[src/rtl/mem_arb_pkg.sv]
// Shared types and constants for the instruction/data unified-memory arbiter.
package mem_arb_pkg;

    typedef enum logic [1:0] {
        IDLE  = 2'd0,
        ACC_I = 2'd1,
        ACC_D = 2'd2,
        ERR_D = 2'd3
    } state_t;

    typedef enum logic {
        GNT_I = 1'b0,
        GNT_D = 1'b1
    } grant_t;

    localparam logic [1:0] BA_BYTE = 2'b00;
    localparam logic [1:0] BA_HALF = 2'b01;
    localparam logic [1:0] BA_WORD = 2'b10;

    localparam int unsigned BE_W = 4;

endpackage

[src/rtl/mem_arbiter_if.sv]
// Fetch port, data port and memory-side bus of the arbiter, with arbiter (slave)
// and environment (master) views.
interface mem_arbiter_if
    import mem_arb_pkg::*;
#(
    parameter int unsigned ADDR_W = 32,
    parameter int unsigned DATA_W = 32
);
    logic              if_req;
    logic [ADDR_W-1:0] if_addr;
    logic [DATA_W-1:0] if_rdata;
    logic              if_ready;

    logic              d_req;
    logic              d_we;
    logic [ADDR_W-1:0] d_addr;
    logic [DATA_W-1:0] d_wdata;
    logic [1:0]        d_byte;
    logic [DATA_W-1:0] d_rdata;
    logic              d_ready;
    logic              d_err;

    logic              mem_req;
    logic              mem_we;
    logic [ADDR_W-1:0] mem_addr;
    logic [BE_W-1:0]   mem_be;
    logic [DATA_W-1:0] mem_wdata;
    logic [DATA_W-1:0] mem_rdata;

    logic              busy;

    modport slave (
        input  if_req, if_addr, d_req, d_we, d_addr, d_wdata, d_byte, mem_rdata,
        output if_rdata, if_ready, d_rdata, d_ready, d_err,
               mem_req, mem_we, mem_addr, mem_be, mem_wdata, busy
    );

    modport master (
        output if_req, if_addr, d_req, d_we, d_addr, d_wdata, d_byte, mem_rdata,
        input  if_rdata, if_ready, d_rdata, d_ready, d_err,
               mem_req, mem_we, mem_addr, mem_be, mem_wdata, busy
    );
endinterface

[src/rtl/mem_lane_align.sv]
// Byte-enable generation, store-data lane replication and misalignment detection
// for data-port accesses.
module mem_lane_align
    import mem_arb_pkg::*;
(
    input  logic [1:0]      d_byte,
    input  logic [1:0]      addr,
    input  logic [31:0]     d_wdata,
    output logic [BE_W-1:0] be_c,
    output logic [31:0]     wdata_c,
    output logic            misalign_c
);

    always_comb begin
        be_c       = '0;
        wdata_c    = '0;
        misalign_c = 1'b0;
        case (d_byte)
            BA_BYTE: begin
                be_c    = 4'b0001 << addr;
                wdata_c = {4{d_wdata[7:0]}};
            end
            BA_HALF: begin
                be_c       = 4'b0011 << {addr[1], 1'b0};
                wdata_c    = {2{d_wdata[15:0]}};
                misalign_c = addr[0];
            end
            default: begin
                be_c       = 4'b1111;
                wdata_c    = d_wdata;
                misalign_c = (addr != 2'b00);
            end
        endcase
    end

endmodule

[src/rtl/mem_arbiter.sv]
// Arbitrates the fetch and data ports onto one fixed-latency single-port memory,
// alternating grants when both ports contend.
module mem_arbiter
    import mem_arb_pkg::*;
#(
    parameter int unsigned MEM_LAT = 2,
    parameter int unsigned ADDR_W  = 32,
    parameter int unsigned DATA_W  = 32
)(
    input  logic          clk,
    input  logic          reset,
    mem_arbiter_if.slave  bus
);

    localparam int unsigned     CNT_W     = $clog2(MEM_LAT + 1);
    localparam logic [ADDR_W-1:0] WORD_MASK = ~ADDR_W'(3);

    state_t            state, state_n;
    grant_t            last_grant, last_grant_n;
    logic [CNT_W-1:0]  cnt, cnt_n;

    logic              mem_req_q, mem_req_n;
    logic              mem_we_q, mem_we_n;
    logic [ADDR_W-1:0] mem_addr_q, mem_addr_n;
    logic [BE_W-1:0]   mem_be_q, mem_be_n;
    logic [DATA_W-1:0] mem_wdata_q, mem_wdata_n;
    logic              if_ready_q, if_ready_n;
    logic              d_ready_q, d_ready_n;
    logic              d_err_q, d_err_n;
    logic              busy_q, busy_n;

    logic [BE_W-1:0]   d_be_c;
    logic [31:0]       d_wdata_c;
    logic              d_misalign_c;
    logic              grant_d_c;
    logic              grant_i_c;

    mem_lane_align u_lane_align (
        .d_byte     (bus.d_byte),
        .addr       (bus.d_addr[1:0]),
        .d_wdata    (bus.d_wdata),
        .be_c       (d_be_c),
        .wdata_c    (d_wdata_c),
        .misalign_c (d_misalign_c)
    );

    // Data wins a tie unless it was the last one served.
    assign grant_d_c = bus.d_req && (!bus.if_req || (last_grant == GNT_I));
    assign grant_i_c = bus.if_req && !grant_d_c;

    always_comb begin
        state_n      = state;
        last_grant_n = last_grant;
        cnt_n        = (cnt != '0) ? cnt - CNT_W'(1) : '0;
        mem_req_n    = 1'b0;
        mem_we_n     = mem_we_q;
        mem_addr_n   = mem_addr_q;
        mem_be_n     = mem_be_q;
        mem_wdata_n  = mem_wdata_q;
        if_ready_n   = 1'b0;
        d_ready_n    = 1'b0;
        d_err_n      = 1'b0;

        case (state)
            IDLE: begin
                if (grant_d_c) begin
                    last_grant_n = GNT_D;
                    if (d_misalign_c) begin
                        state_n   = ERR_D;
                        d_ready_n = 1'b1;
                        d_err_n   = 1'b1;
                    end else begin
                        state_n     = ACC_D;
                        mem_req_n   = 1'b1;
                        mem_we_n    = bus.d_we;
                        mem_addr_n  = bus.d_addr & WORD_MASK;
                        mem_be_n    = d_be_c;
                        mem_wdata_n = DATA_W'(d_wdata_c);
                        cnt_n       = CNT_W'(MEM_LAT);
                    end
                end else if (grant_i_c) begin
                    last_grant_n = GNT_I;
                    state_n      = ACC_I;
                    mem_req_n    = 1'b1;
                    mem_we_n     = 1'b0;
                    mem_addr_n   = bus.if_addr & WORD_MASK;
                    mem_be_n     = 4'b1111;
                    mem_wdata_n  = '0;
                    cnt_n        = CNT_W'(MEM_LAT);
                end
            end
            ACC_I, ACC_D: begin
                // Ready is registered one cycle ahead so it lands when the count hits zero.
                if (cnt == CNT_W'(1)) begin
                    if_ready_n = (state == ACC_I);
                    d_ready_n  = (state == ACC_D);
                end
                if (cnt == '0) begin
                    state_n     = IDLE;
                    mem_we_n    = 1'b0;
                    mem_addr_n  = '0;
                    mem_be_n    = '0;
                    mem_wdata_n = '0;
                end
            end
            ERR_D: begin
                state_n = IDLE;
            end
            default: begin
                state_n = IDLE;
            end
        endcase

        busy_n = (state_n != IDLE);
    end

    always_ff @(posedge clk) begin
        if (reset) begin
            state       <= IDLE;
            last_grant  <= GNT_I;
            cnt         <= '0;
            mem_req_q   <= 1'b0;
            mem_we_q    <= 1'b0;
            mem_addr_q  <= '0;
            mem_be_q    <= '0;
            mem_wdata_q <= '0;
            if_ready_q  <= 1'b0;
            d_ready_q   <= 1'b0;
            d_err_q     <= 1'b0;
            busy_q      <= 1'b0;
        end else begin
            state       <= state_n;
            last_grant  <= last_grant_n;
            cnt         <= cnt_n;
            mem_req_q   <= mem_req_n;
            mem_we_q    <= mem_we_n;
            mem_addr_q  <= mem_addr_n;
            mem_be_q    <= mem_be_n;
            mem_wdata_q <= mem_wdata_n;
            if_ready_q  <= if_ready_n;
            d_ready_q   <= d_ready_n;
            d_err_q     <= d_err_n;
            busy_q      <= busy_n;
        end
    end

    assign bus.mem_req   = mem_req_q;
    assign bus.mem_we    = mem_we_q;
    assign bus.mem_addr  = mem_addr_q;
    assign bus.mem_be    = mem_be_q;
    assign bus.mem_wdata = mem_wdata_q;
    assign bus.if_ready  = if_ready_q;
    assign bus.d_ready   = d_ready_q;
    assign bus.d_err     = d_err_q;
    assign bus.busy      = busy_q;

    // Read data is a pass-through gated by the ready pulse; error completions return zero.
    assign bus.if_rdata = if_ready_q ? bus.mem_rdata : '0;
    assign bus.d_rdata  = (d_ready_q && !d_err_q) ? bus.mem_rdata : '0;

endmodule

[src/flat_wrapper.sv]
// flat-port wrapper written by rule: the top's interface ports become plain ports
module mem_arbiter_flat import mem_arb_pkg::*;
#(
    parameter int unsigned MEM_LAT = 2,
    parameter int unsigned ADDR_W  = 32,
    parameter int unsigned DATA_W  = 32
)
  (clk, reset, bus_if_req, bus_if_addr, bus_d_req, bus_d_we, bus_d_addr, bus_d_wdata, bus_d_byte, bus_mem_rdata, bus_if_rdata, bus_if_ready, bus_d_rdata, bus_d_ready, bus_d_err, bus_mem_req, bus_mem_we, bus_mem_addr, bus_mem_be, bus_mem_wdata, bus_busy);
  mem_arbiter_if #(.ADDR_W(ADDR_W), .DATA_W(DATA_W)) bus_i ();
  input  logic clk;
  input  logic reset;
  input wire logic [$bits(bus_i.if_req)-1:0] bus_if_req;
  input wire logic [$bits(bus_i.if_addr)-1:0] bus_if_addr;
  input wire logic [$bits(bus_i.d_req)-1:0] bus_d_req;
  input wire logic [$bits(bus_i.d_we)-1:0] bus_d_we;
  input wire logic [$bits(bus_i.d_addr)-1:0] bus_d_addr;
  input wire logic [$bits(bus_i.d_wdata)-1:0] bus_d_wdata;
  input wire logic [$bits(bus_i.d_byte)-1:0] bus_d_byte;
  input wire logic [$bits(bus_i.mem_rdata)-1:0] bus_mem_rdata;
  output wire logic [$bits(bus_i.if_rdata)-1:0] bus_if_rdata;
  output wire logic [$bits(bus_i.if_ready)-1:0] bus_if_ready;
  output wire logic [$bits(bus_i.d_rdata)-1:0] bus_d_rdata;
  output wire logic [$bits(bus_i.d_ready)-1:0] bus_d_ready;
  output wire logic [$bits(bus_i.d_err)-1:0] bus_d_err;
  output wire logic [$bits(bus_i.mem_req)-1:0] bus_mem_req;
  output wire logic [$bits(bus_i.mem_we)-1:0] bus_mem_we;
  output wire logic [$bits(bus_i.mem_addr)-1:0] bus_mem_addr;
  output wire logic [$bits(bus_i.mem_be)-1:0] bus_mem_be;
  output wire logic [$bits(bus_i.mem_wdata)-1:0] bus_mem_wdata;
  output wire logic [$bits(bus_i.busy)-1:0] bus_busy;
  assign bus_i.if_req = bus_if_req;
  assign bus_i.if_addr = bus_if_addr;
  assign bus_i.d_req = bus_d_req;
  assign bus_i.d_we = bus_d_we;
  assign bus_i.d_addr = bus_d_addr;
  assign bus_i.d_wdata = bus_d_wdata;
  assign bus_i.d_byte = bus_d_byte;
  assign bus_i.mem_rdata = bus_mem_rdata;
  assign bus_if_rdata = bus_i.if_rdata;
  assign bus_if_ready = bus_i.if_ready;
  assign bus_d_rdata = bus_i.d_rdata;
  assign bus_d_ready = bus_i.d_ready;
  assign bus_d_err = bus_i.d_err;
  assign bus_mem_req = bus_i.mem_req;
  assign bus_mem_we = bus_i.mem_we;
  assign bus_mem_addr = bus_i.mem_addr;
  assign bus_mem_be = bus_i.mem_be;
  assign bus_mem_wdata = bus_i.mem_wdata;
  assign bus_busy = bus_i.busy;
  mem_arbiter #(.MEM_LAT(MEM_LAT), .ADDR_W(ADDR_W), .DATA_W(DATA_W)) u_core (.clk(clk), .reset(reset), .bus(bus_i));
endmodule
[config.mk]
export PLATFORM = sky130hd
export DESIGN_NAME = mem_arbiter_flat
export DESIGN_NICKNAME = d
export VERILOG_FILES = /design/src/rtl/mem_arb_pkg.sv /design/src/rtl/mem_arbiter_if.sv /design/src/rtl/mem_lane_align.sv /design/src/rtl/mem_arbiter.sv /design/src/flat_wrapper.sv
export SDC_FILE = /design/constraint.sdc
export NUM_CORES = 1
export LEC_CHECK = 0
export BUFFER_PORTS_ARGS = -buffer_cell sky130_fd_sc_hd__buf_2
export CELL_PAD_IN_SITES_DETAIL_PLACEMENT = 1
export CELL_PAD_IN_SITES_GLOBAL_PLACEMENT = 1
export CORE_UTILIZATION = 27
export DETAILED_ROUTE_END_ITERATION = 8
export GPL_TIMING_DRIVEN = 0
export PLACE_DENSITY = 0.89
export SKIP_LAST_GASP = 1
export SLEW_MARGIN = 40
export SYNTH_ARGS = -nofsm -noshare
export SYNTH_HDL_FRONTEND = slang
export SYNTH_HIERARCHICAL = 1
export SYNTH_SLANG_ARGS = --single-unit
export TNS_END_PERCENT = 1
[constraint.sdc]
create_clock -name clk -period 1.8 [get_ports clk]
set_input_delay 0.36 -clock clk [delete_from_list [all_inputs] [get_ports clk]]
set_output_delay 0.36 -clock clk [all_outputs]
set_load 0.05 [all_outputs]
==> out/qor.yml <==
outcome: "finished with violations"
failed_checks: "setup timing"
final_hold_vio_count: 0
tot_gr_track_use_pct: 18.47
synth_top_cells_by_area: "sky130_fd_sc_hd__dfxtp_1, sky130_fd_sc_hd__mux2i_1, sky130_fd_sc_hd__and2_1"
number_of_fillers_in_the_final_layout: 1879
cp_startpoint_kind: "register"
avgRoutedWirePerCell_um: 16.31
die_width_um: 128.0
max_clock_freq_ghz: 0.5294
dp_hpwl_um: 12120
most-common-layout-cells: "sky130_fd_sc_hd__buf_2, sky130_fd_sc_hd__mux2i_1, sky130_fd_sc_hd__dfxtp_1"
worst_ep_arrival_time_ns: 2.15
rr_worst_depth: 9
power-per-cell-area_nw_per_um2: 1078
cts_buffers: 9
synthFlopType: "sky130_fd_sc_hd__dfxtp_1"
clkLatencyLatePin_ns: 0.33
synth_enable_flop_cells: 0
timing.rr.end: "u_core/bus.mem_wdata[8]"
totalNegativeSetupSlack_ns: -0.6623
cp_max_fo: 6
synth_seq_area_share_pct: 35.94
worst_path_most_repeated_cell: "sky130_fd_sc_hd__buf_12"
row_count: 45
yosys_warnings: 6
numClockSinks: 77
place_area_sq_um: 5912
timing.reg2reg.setup_slack_ns: -0.09
hold_path_class: "in -> reg"
cts-htree-levels: 3
syn_to_final_growth_pct: 51.69
final-max-slew-violation-count: 0
post_route_cells_drive_above_1_share_pct: 48.93
yosys_register_bits: 77
total_non_filler_cell_area_in_the_finished_layout_sq_um: 6506
firstDrtPassIters: 4
layout.cells.most_common: "sky130_fd_sc_hd__buf_2"
detail_route.drc_violations: 0
timing.critical_path.cells: "inv_4 -> ha_4 -> or3b_1 -> o21ai_2 -> and2_4 -> buf_12 -> buf_12 -> buf_16 -> mux2i_1"
syn_area_per_cell_sq_um: 9.427
irDropWorstVdd_mv: 0.5371
p_leak_uw: 0.003311
share_of_the_synthesized_area_in_the_top_cell_type_pct: 35.94
final_critical_path_setup_slack_ns: -0.08896
post_synthesis_async_set_or_reset_flop_share_pct: 0
routed_wl_um: 15680
hold_crit_start: "bus_d_we"
routed_via_density: 4.539
gp_routability_congestion: 0.7881
synthesized_instance_count: 455
final_nets: 884
tritoncts: "yes"
route.vias.total: 4362
placement.io_buffers: 268
worst_path_largest_cell_delay_ns: 0.36
synthesized_cell_area_sq_um: 4289
crit_slowest_cell: "sky130_fd_sc_hd__dfxtp_4"
placeableCoreArea_sq_um: 15370
clkSlewWorstSetupHoldPaths_ns: 0.06
number_of_buffers_and_inverters_on_the_critical_path: 4
post-synth-top-area-cell: "sky130_fd_sc_hd__dfxtp_1"
timing.clock.skew_ns: 0.006512
timing.setup.critical_path_class: "reg -> reg"
die_area_sq_um: 16390
clockRootBuffer: "sky130_fd_sc_hd__clkbuf_16"
ant_nets: 0
initial_antenna_violation_count: 4
maxCapViolations: 0
antennaDiodeCount: 0
synth_cell_types: 43
ioPinCount: 273
critical_path.endpoint_type: "register"
critical_path.top_delay_family: "simple AND/OR/NAND/NOR gates"
timing.final.crit_share_pct: 104.9
initial_utilization_pct: 27.90
worst-endpoint-required_ns: 2.06
first_global_vias: 4331
reg2reg_launch_point: "u_core/state[0]"
leftover_overflow_at_the_end_of_global_routing: 0
end_of_the_worst_hold_path: "u_core/bus.mem_we"
maximum_number_of_buffers_from_clock_root_to_sink: 2
setup_repair_after_global_routing_missed_its_margin: "yes"
final_number_of_setup_violating_endpoints: 24
drt_iter0_drc: 69
grt_first_pass_wirelength_um: 22980
dieHeight_um: 128.0
pin_count_of_the_biggest_net_entering_global_routing: 14
holdWs_ns: 0.2810
layout_min_cycle_time_ns: 1.889
worst_hold_path.num_cells: 3
cells by family (layout without fill, tap and decap cells):
family | after synthesis | in the layout | synth area share, %
simple gates | 173 | 173 | 22.64
compound gates | 61 | 61 | 11.06
flops | 77 | 77 | 35.94
mux | 91 | 91 | 21.70
fa+ha+maj | 4 | 4 | 1.167
other cells | 1 | 2 | 0.08743
buf+inv | 48 | 342 | 7.409
worst register-to-register path, cell delays in order, from the launching register on:
cell                      delay (ns)
sky130_fd_sc_hd__dfxtp_4        0.36
sky130_fd_sc_hd__inv_4          0.04
sky130_fd_sc_hd__ha_4           0.25
sky130_fd_sc_hd__or3b_1         0.36
sky130_fd_sc_hd__o21ai_2        0.08
sky130_fd_sc_hd__and2_4         0.17
sky130_fd_sc_hd__buf_12         0.14
sky130_fd_sc_hd__buf_12         0.11
sky130_fd_sc_hd__buf_16         0.11
sky130_fd_sc_hd__mux2i_1        0.20
power breakdown:
group	total (uW)	internal (uW)	switching (uW)	leakage, uW
Combinational	2800	1070	1730	0.00252
Clock	2160	1400	760	0.000166
Sequential	2060	1930	124	0.000630
metal layers:
metal	share of wire, %	vias to the layer above	GRT usage [%]
met5	0.22	-	0
li1	-	2119	-
met2	51	193	34.88
met1	38	2014	19.62
met4	2.5	4	6.228
met3	7.7	32	5.050
state kept, by name, summed over array words and instances, names as in the netlist:
register	cells
u_core/bus.if_ready	1
u_core/bus.mem_we	1
u_core/bus.busy	1
u_core/bus.d_err	1
u_core/bus.mem_req	1
u_core/cnt	2
u_core/last_grant	1
u_core/state	2
u_core/bus.mem_be	4
u_core/bus.mem_addr	30
u_core/bus.d_ready	1
u_core/bus.mem_wdata	32
what timing repair did:
item / 4_1_cts / 5_1_grt
cloned: 1 / 0
setup endpoints to repair: 129 / 127
hold buffers: 0 / 0
gates resized for setup: 20 / 46
pin swaps: 1 / 1
buffers inserted: 7 / 3
cells in the mapped netlist, types with 2 or more instances:
master / n
sky130_fd_sc_hd__dfxtp_1: 77
sky130_fd_sc_hd__buf_4: 11
sky130_fd_sc_hd__and2_1: 64
sky130_fd_sc_hd__nor2_1: 9
sky130_fd_sc_hd__buf_12: 4
sky130_fd_sc_hd__ha_1: 4
sky130_fd_sc_hd__o2bb2ai_1: 30
sky130_fd_sc_hd__a21oi_1: 4
sky130_fd_sc_hd__mux2_2: 16
sky130_fd_sc_hd__nand2b_1: 38
sky130_fd_sc_hd__buf_2: 7
sky130_fd_sc_hd__mux2i_1: 75
sky130_fd_sc_hd__nand3b_1: 2
sky130_fd_sc_hd__nand2_1: 47
sky130_fd_sc_hd__buf_6: 3
sky130_fd_sc_hd__o21bai_1: 4
sky130_fd_sc_hd__o21ai_2: 6
sky130_fd_sc_hd__o21ai_1: 3
sky130_fd_sc_hd__clkbuf_1: 18
sky130_fd_sc_hd__and2b_1: 2
sky130_fd_sc_hd__o21ai_0: 5
sky130_fd_sc_hd__inv_1: 5
stage by stage:
stage | util, % | std cells | power, uW | setup slack (ns)
6_report | 42.33 | 961 | 7014 | -0.08896
5_1_grt | 42.33 | 961 | 7317 | -0.1485
4_1_cts | 41.52 | 958 | 6982 | -0.1236
3_5_place_dp | 38.46 | 935 | 4611 | -0.6380
3_3_place_gp | 38.46 | 935 | 4568 | -0.5574
2_1_floorplan | - | 456 | 3941 | -0.1169
how the worst max path moves through the flow:
stage	endpoint	slack (ns)	cells past startpoint	startpoint
after CTS	u_core/bus.mem_wdata[8]	-0.12	8	u_core/state[0]
after detailed placement	u_core/bus.mem_addr[19]	-0.64	9	bus_d_byte[1]
final	u_core/bus.mem_wdata[8]	-0.09	9	u_core/state[0]
after floorplan	bus_d_rdata[11]	-0.12	3	u_core/bus.d_ready
after global placement	u_core/bus.mem_addr[22]	-0.56	9	bus_d_byte[1]
after global routing	bus_d_rdata[12]	-0.15	4	u_core/bus.d_ready
layout make-up:
cell class / count / area [sq um] / area share [%]
Buffer: 42 / 316.6 / 4.865
Clock buffer: 11 / 242.7 / 3.731
Clock inverter: 5 / 106.4 / 1.635
Inverter: 5 / 21.27 / 0.3269
Multi-Input combinational cell: 331 / 2467 / 37.92
Sequential cell: 77 / 1548 / 23.79
Tap cell: 211 / 264.0 / 4.058
Timing Repair Buffer: 279 / 1540 / 23.67
Power figures use the tool's default switching activity.
